**src/rtl/game_sequencer.sv**
```systemverilog
// Match sequencer for a two-player ball game: serve hold, rally, point scoring and game over.
// Define GAME_SEQUENCER_PAUSE_EN to build the pause/resume feature.
module game_sequencer #(
    parameter int unsigned WIN_SCORE    = 11,
    parameter int unsigned SERVE_FRAMES = 60
) (
    input  logic       clk,
    input  logic       rst,
    input  logic       frame_tick,
    input  logic       start,
    input  logic       pause,
    input  logic [1:0] score_evt,
    output logic       phys_rst_n,
    output logic       phys_step,
    output logic [3:0] left_score,
    output logic [3:0] right_score,
    output logic [2:0] game_state,
    output logic [1:0] winner
);

    typedef enum logic [2:0] {
        S_IDLE   = 3'd0,
        S_SERVE  = 3'd1,
        S_PLAY   = 3'd2,
        S_POINT  = 3'd3,
        S_OVER   = 3'd4,
        S_PAUSED = 3'd5
    } state_t;

    localparam logic [3:0] WIN_VAL   = 4'(WIN_SCORE);
    localparam logic [7:0] SERVE_VAL = 8'(SERVE_FRAMES);

    state_t     state_q, state_d;
    logic [7:0] serve_cnt_q, serve_cnt_d;
    logic [1:0] evt_q, evt_d;
    logic [3:0] left_q, left_d;
    logic [3:0] right_q, right_d;
    logic [1:0] winner_q, winner_d;
    logic [3:0] left_upd, right_upd;

`ifdef GAME_SEQUENCER_PAUSE_EN
    logic pause_q;
    logic pause_rise;

    always_ff @(posedge clk) begin
        if (rst) pause_q <= 1'b0;
        else     pause_q <= pause;
    end

    assign pause_rise = pause & ~pause_q;
`else
    logic unused_pause;
    assign unused_pause = pause;
`endif

    // A simultaneous event (11) matches neither compare, so the rally is void.
    assign left_upd  = (evt_q == 2'b10 && left_q  != 4'hF) ? left_q  + 4'd1 : left_q;
    assign right_upd = (evt_q == 2'b01 && right_q != 4'hF) ? right_q + 4'd1 : right_q;

    // NOTE: sequential state uses non-blocking assignments so every register samples pre-edge values.
    always_ff @(posedge clk) begin
        if (rst) begin
            state_q     <= S_IDLE;
            serve_cnt_q <= 8'd0;
            evt_q       <= 2'b00;
            left_q      <= 4'd0;
            right_q     <= 4'd0;
            winner_q    <= 2'b00;
        end else begin
            state_q     <= state_d;
            serve_cnt_q <= serve_cnt_d;
            evt_q       <= evt_d;
            left_q      <= left_d;
            right_q     <= right_d;
            winner_q    <= winner_d;
        end
    end

    always_comb begin
        // NOTE: every comb output gets a default first so no path can infer a latch.
        state_d     = state_q;
        serve_cnt_d = serve_cnt_q;
        evt_d       = evt_q;
        left_d      = left_q;
        right_d     = right_q;
        winner_d    = winner_q;
        case (state_q)
            S_IDLE, S_OVER: begin
                if (start) begin
                    state_d     = S_SERVE;
                    serve_cnt_d = SERVE_VAL;
                    left_d      = 4'd0;
                    right_d     = 4'd0;
                    winner_d    = 2'b00;
                end
            end
            S_SERVE: begin
                if (frame_tick) begin
                    if (serve_cnt_q <= 8'd1) begin
                        serve_cnt_d = 8'd0;
                        state_d     = S_PLAY;
                    end else begin
                        serve_cnt_d = serve_cnt_q - 8'd1;
                    end
                end
            end
            S_PLAY: begin
                if (score_evt != 2'b00) begin
                    evt_d   = score_evt;
                    state_d = S_POINT;
                end
`ifdef GAME_SEQUENCER_PAUSE_EN
                else if (pause_rise) begin
                    state_d = S_PAUSED;
                end
`endif
            end
            S_POINT: begin
                left_d  = left_upd;
                right_d = right_upd;
                if (left_upd == WIN_VAL) begin
                    state_d  = S_OVER;
                    winner_d = 2'b10;
                end else if (right_upd == WIN_VAL) begin
                    state_d  = S_OVER;
                    winner_d = 2'b01;
                end else begin
                    state_d     = S_SERVE;
                    serve_cnt_d = SERVE_VAL;
                end
            end
`ifdef GAME_SEQUENCER_PAUSE_EN
            S_PAUSED: begin
                if (pause_rise) state_d = S_PLAY;
            end
`endif
            default: state_d = S_IDLE;
        endcase
    end

    // Physics is released only while the ball is live or frozen in place.
    always_comb begin
        phys_rst_n = 1'b0;
        phys_step  = 1'b0;
        case (state_q)
            S_PLAY: begin
                phys_rst_n = 1'b1;
                phys_step  = frame_tick;
            end
`ifdef GAME_SEQUENCER_PAUSE_EN
            S_PAUSED: phys_rst_n = 1'b1;
`endif
            default: begin
                phys_rst_n = 1'b0;
                phys_step  = 1'b0;
            end
        endcase
    end

    assign left_score  = left_q;
    assign right_score = right_q;
    assign game_state  = state_q;
    assign winner      = winner_q;

endmodule

```
**config.mk**
```make
export PLATFORM = sky130hd
export DESIGN_NAME = game_sequencer
export DESIGN_NICKNAME = d
export VERILOG_FILES = /design/src/rtl/game_sequencer.sv
export SDC_FILE = /design/constraint.sdc
export NUM_CORES = 1
export LEC_CHECK = 0
export CAP_MARGIN = 30
export CORE_MARGIN = 3
export CORE_UTILIZATION = 48
export CTS_CLUSTER_DIAMETER = 40
export DETAILED_ROUTE_END_ITERATION = 10
export HOLD_SLACK_MARGIN = 0.03
export PLACE_DENSITY = 0.86
export SLEW_MARGIN = 0
export SYNTH_ARGS = -nofsm -noshare
export SYNTH_HDL_FRONTEND = slang
export SYNTH_SLANG_ARGS = --single-unit
```
**constraint.sdc**
```tcl
create_clock -name clk -period 2.1 [get_ports clk]
set_clock_uncertainty 0.2 [all_clocks]
set_input_delay 0.315 -clock clk [delete_from_list [all_inputs] [get_ports clk]]
set_output_delay 0.315 -clock clk [all_outputs]
set_load 0.01 [all_outputs]
```
### Word level (Yosys, flattened, before mapping)

Index checks and enable logic that the tools add are counted.

| word-level totals | value |
|---|---|
| register bits | 23 |
| latch bits | 0 |
| bits in writable memories | 0 |
| memory bits (read-only) | 0 |
| input bits | 7 |
| word-level logic and storage cells | 63 |
| memories | 0 |

| cells by class | value |
|---|---|
| $add $sub $neg | 3 |
| multiply operators | 0 |
| divide/modulo/power cells | 0 |
| order comparisons | 1 |
| eq/ne operators | 17 |
| shifts and indexed selects | 0 |
| multiplexer cells | 24 |
| bitwise operators | 0 |
| reductions and logical operators | 12 |

Operator list:

| operator | count |
|---|---|
| 8-bit two-way mux | 5 |
| 8-bit case mux with 3 select lines | 1 |
| 3-bit two-way mux | 6 |
| 4-bit case mux with 2 select lines | 2 |
| 4-bit two-way mux | 3 |
| 2-bit inequality test (second input constant) | 6 |
| 3-bit case mux with 4 select lines | 1 |
| 4-bit by 1-bit adder with 4-bit output (second input constant) | 2 |
| 4-bit equality test (second input constant) | 2 |
| 8-bit by 1-bit <= comparator with 1-bit output (second input constant) | 1 |
| 4-bit inequality test (second input constant) | 2 |
| 8-bit by 1-bit subtractor with 8-bit output (second input constant) | 1 |
| 3-bit by 2-bit equality test with 1-bit output (second input constant) | 2 |
| 2-bit two-way mux | 3 |
| 5-bit AND reduction | 1 |
| 2-bit case mux with 2 select lines | 1 |
| 2-bit AND reduction | 2 |
| 4-bit AND reduction | 1 |
| 2-bit nonzero test | 2 |
| 3-bit by 1-bit equality test with 1-bit output (second input constant) | 1 |
| 3-bit equality test (second input constant) | 1 |
| 3-bit zero test | 1 |
| 3-bit inequality test (second input constant) | 1 |
| 3-bit AND reduction | 1 |
| other kinds (6) | 8 |

### Depth between registers and ports, before layout

| depth | value |
|---|---|
| depth after elaboration | 7 |
| depth in mapped cells | 7 |
| mapped depth without buffers | 7 |

### Least setup slack after synthesis

OpenSTA, ideal clock, no wires.

| timing | value |
|---|---|
| path type | reg-to-reg |
| start point | reg left_q[0], in the netlist left_score[0] |
| end point | reg serve_cnt_q[2] |
| setup time | 71 ps |
| arrival time | 1885 ps |
| data required time | 1829 ps |
| path slack | -55 ps |
| cell stages (with the launch flop) | 8 |
| buffers on the path | 0 |
| period minus slack after synthesis | 2155 ps |
| cell sequence | dfxtp_1 -> ha_1 -> nor4bb_1 -> a32o_2 -> a41oi_2 -> a21bo_4 -> or2_0 -> a21oi_1 |

| between the ends | value |
|---|---|
| cells in the longest elaborated chain, start to end | 6 |

RTL lines:

| element | RTL line | source |
|---|---|---|
| start: declaration | 36 | `logic [3:0] left_q, left_d;` |
| start signal: assignment | 73 | `left_q <= left_d;` |
| parallel branches: the longest is 2 deep, another holds 4-bit by 1-bit adder with 4-bit output | -- |  |
| 4-bit two-way mux (*) | 57 | `assign left_upd = (evt_q == 2'b10 && left_q != 4'hF) ? left_q + 4'd1 : left_q;` |
| 4-bit equality test (*) | 121 | `if (left_upd == WIN_VAL) begin` |
| 2-bit inequality test (no source line) (*) | -- |  |
| 5-bit AND reduction (no source line) (*) | -- |  |
| end signal: assignment | 71 | `serve_cnt_q <= serve_cnt_d;` |
| end: declaration | 34 | `logic [7:0] serve_cnt_q, serve_cnt_d;` |

Mark *: on every way between the ends.
A chain may end at the register's enable or synchronous reset.

### Final worst setup path

| timing | value |
|---|---|
| start point | reg left_q[0], in the netlist left_score[0] |
| end point | reg serve_cnt_q[3] |

Same word-level chain as after synthesis.

==> results.yml <==
outcome:
  status: "finished with violations"
  violations: "negative setup slack"
route:
  remaining_drc_errors: 0
  viasPerCell: 6.215
  ant_nets: 0
  first_pass_iters: 4
  wl_um: 3983
  wl_per_cell_um: 15.87
  drt-initial-drc-count: 89
  via_count: 1560
clock_tree:
  cts-root-buf: "clkbuf_4"
  hold_buffers: 0
  cts_sinks: 23
  insertion_delay_ns: 0.32
  ctsLongestPathBuffers: 2
  cts_tree: "yes"
  h-tree-depth: 1
  numCtsBuffers: 3
  path_clk_slew_ns: 0.14
timing:
  min_period_over_period_pct: 100.3
  rsz0062_at_grt: "yes"
  hold_slack_ns: 0.2847
  fin_crit_ns: 2.106
  finalSetupViolCount: 1
  timing_hold_violations_final: 0
  setup_ws_ns: -0.006352
  worstMarginPinSlew_ns: 0.4664
  slew_headroom_pct: 68.77
  max_freq_mhz: 474.8
  slew_viol_final: 0
global_route:
  grt_first_pass_wirelength_um: 6465
  grt_pass1_vias: 1496
  grt_max_degree: 13
  grt.total_usage_pct: 23.31
  overflow: 0
  grt_antenna_before_repair: 0
yosys:
  synth.avg_cell_area_sq_um: 7.852
  syn_area_sq_um: 1398
  yosys_most_used_dff: "dfxtp_1"
  syn_nets: 189
  yosys.cell_types.count: 50
  synthTopCellsByArea: "dfxtp_1 (33%), nand2_1 (5.6%), nor2_1 (5.6%)"
  yosys.area.top_type: "dfxtp_1"
  synth_most_common_cell: "dfxtp_1"
  synthArstFlopShare_pct: 0
  synth_seq_cells: 23
  yosys-top-cells-count: "dfxtp_1 (23), nand2_1 (21), nor2_1 (21)"
  ys_warn_count: 0
  synth_top_area_share_pct: 32.95
  synth_edf_count: 0
  syn_inst: 178
  yosysSeqAreaShare_pct: 32.95
critical_path:
  worst_path_largest_cell_delay_ns: 0.36
  slowest_stage: "dfxtp_2"
  startpoint: "left_score[0]"
  reg2reg_from: "left_score[0]"
  regToRegEndpoint: "serve_cnt_q[3]"
  required_ns: 2.16
  crit_type: "flip-flop to flip-flop"
  startpoint_type: "flip-flop"
  arrival_ns: 2.16
  path_cells: "ha_4 > nor4bb_1 > a32o_2 > a41oi_2 > a21bo_4 > or2_0 > a21oi_1"
  crit_path_end: "serve_cnt_q[3]"
  end_kind: "flip-flop"
  r2r_slack_ns: -0.006
  reg2reg_depth: 7
  critPathMaxFanout: 5
power:
  power.total_mw: 1.934
  ir_drop_mv: 0.8929
  clkPwrFrac_pct: 11.1
  p_seq_share_pct: 32.6
  pwr-share-comb_pct: 56.3
  p_sw_mw: 0.8091
  internal-power_mw: 1.124
  switching_share_pct: 41.84
  leakage_nw: 0.7223
  power.density_nw_per_um2: 1013
final_layout:
  area_delta_synth_final_pct: 36.53
  fin_util_pct: 73.04
  drive_above_1_share_pct: 26.24
  nets: 233
  diodes: 0
floorplan:
  initial_core_util_pct: 53.50
  dieHeight_um: 59.96
  io_pins: 22
  fp.dieW_um: 59.96
  dieArea_sq_um: 3595
  rows: 18
  core_area_sq_um: 2613
placement:
  portBuffers: 20
  place_hpwl_um: 2919
  place_congestion: 0.9126
min_path:
  hp-class: "flip-flop to flip-flop"
  min_from: "winner[0]"
job:
  drv_cap: 0
-- cell usage in the layout (no fill, tap or decap), types with 2 or more instances in the layout --
master,count
nor4_1,2
clkdlybuf4s50_1,18
o211ai_1,3
buf_4,22
nand3_1,4
nand2_1,20
o21ai_1,3
nand3b_1,4
nor3_4,2
nor3_1,5
nor3_2,2
nor2_1,21
dfxtp_2,7
clkbuf_4,3
a31oi_1,7
nand2b_1,4
inv_2,2
a21o_1,2
or2_2,2
a32oi_1,2
a21oi_1,12
inv_1,5
a21oi_2,2
o21ai_0,7
nor3b_1,2
or2_0,4
ha_4,3
a211oi_1,2
dfxtp_1,15
-- critical path, delay by kind of cell, from the launching register on --
family / cells / cell delay, ns
flip-flops: 1 / 0.36
AO/OA/AOI/OAI: 4 / 0.93
AND/OR/NAND/NOR: 2 / 0.32
adder cells (fa/ha/maj): 1 / 0.23
-- cell type report --
| cell class | instances | area [sq um] |
|---|---|---|
| clock buffers | 4 | 26.28 |
| fillers | 209 | 704.4 |
| inverters | 7 | 26.28 |
| multi-input cells | 144 | 967.2 |
| flip-flops and latches | 23 | 473.0 |
| well taps | 30 | 37.54 |
| repair buffers | 43 | 377.9 |
-- per-stage QoR --
| stage | setup WS (ns) | std cells | setup TNS, ns | instance area [sq um] |
|---|---|---|---|---|
| CTS | 0.003868 | 248 | 0 | 1836 |
| detailed placement | -0.1831 | 243 | -1.228 | 1765 |
| global placement | -0.1405 | 243 | -0.7746 | 1765 |
| finish | -0.006352 | 251 | -0.006352 | 1908 |
| global route | -0.1168 | 251 | -0.9295 | 1908 |
| floorplan | 0.02429 | 178 | 0 | 1400 |
-- state kept, by name, indices dropped and copies added (netlist names) --
| signal | flops |
|---|---|
| serve_cnt_q | 8 |
| left_score | 4 |
| right_score | 4 |
| game_state | 3 |
| evt_q | 2 |
| winner | 2 |
-- power groups by stage --
stage / Sequential [mW] / Combinational (mW) / Clock [mW]
final: 0.630 / 1.09 / 0.215
after global routing: 0.646 / 1.18 / 0.243
after CTS: 0.620 / 0.958 / 0.214
after detailed placement: 0.621 / 0.938 / 0
after global placement: 0.613 / 0.904 / 0
after floorplan: 0.588 / 0.648 / 0
-- routing by layer --
layer | vias to the layer above | global-route usage [%] | routed length, um
li1 | 742 | - | -
met1 | 737 | 25.03 | 1581
met2 | 65 | 43.06 | 2057
met3 | 16 | 5.832 | 241
met4 | 0 | 8.861 | 104
met5 | - | 0 | 0
-- timing repair --
item | CTS | global route
setup buffers | 1 | 2
pin swaps | 6 | 14
endpoints found under the setup margin | 12 | 13
gates resized for setup | 12 | 14
gates cloned | 0 | 1
-- worst min-delay path by stage --
stage / to / slack [ns] / cells past startpoint
detailed placement: winner[0] / 0.26 / 2
CTS: winner[0] / 0.28 / 2
floorplan: serve_cnt_q[4] / 0.26 / 2
global route: winner[0] / 0.34 / 2
global placement: winner[0] / 0.24 / 2
finish: winner[0] / 0.28 / 2
-- logic make-up after synthesis --
| family | synth area share, % |
|---|---|
| flip-flops | 32.95 |
| AND/OR/NAND/NOR | 31.60 |
| buffers and inverters | 3.491 |
| adder cells (fa/ha/maj) | 3.581 |
| AO/OA/AOI/OAI | 26.86 |
| multiplexers | 1.522 |
Note: power is estimated with default switching activity, not from simulation.
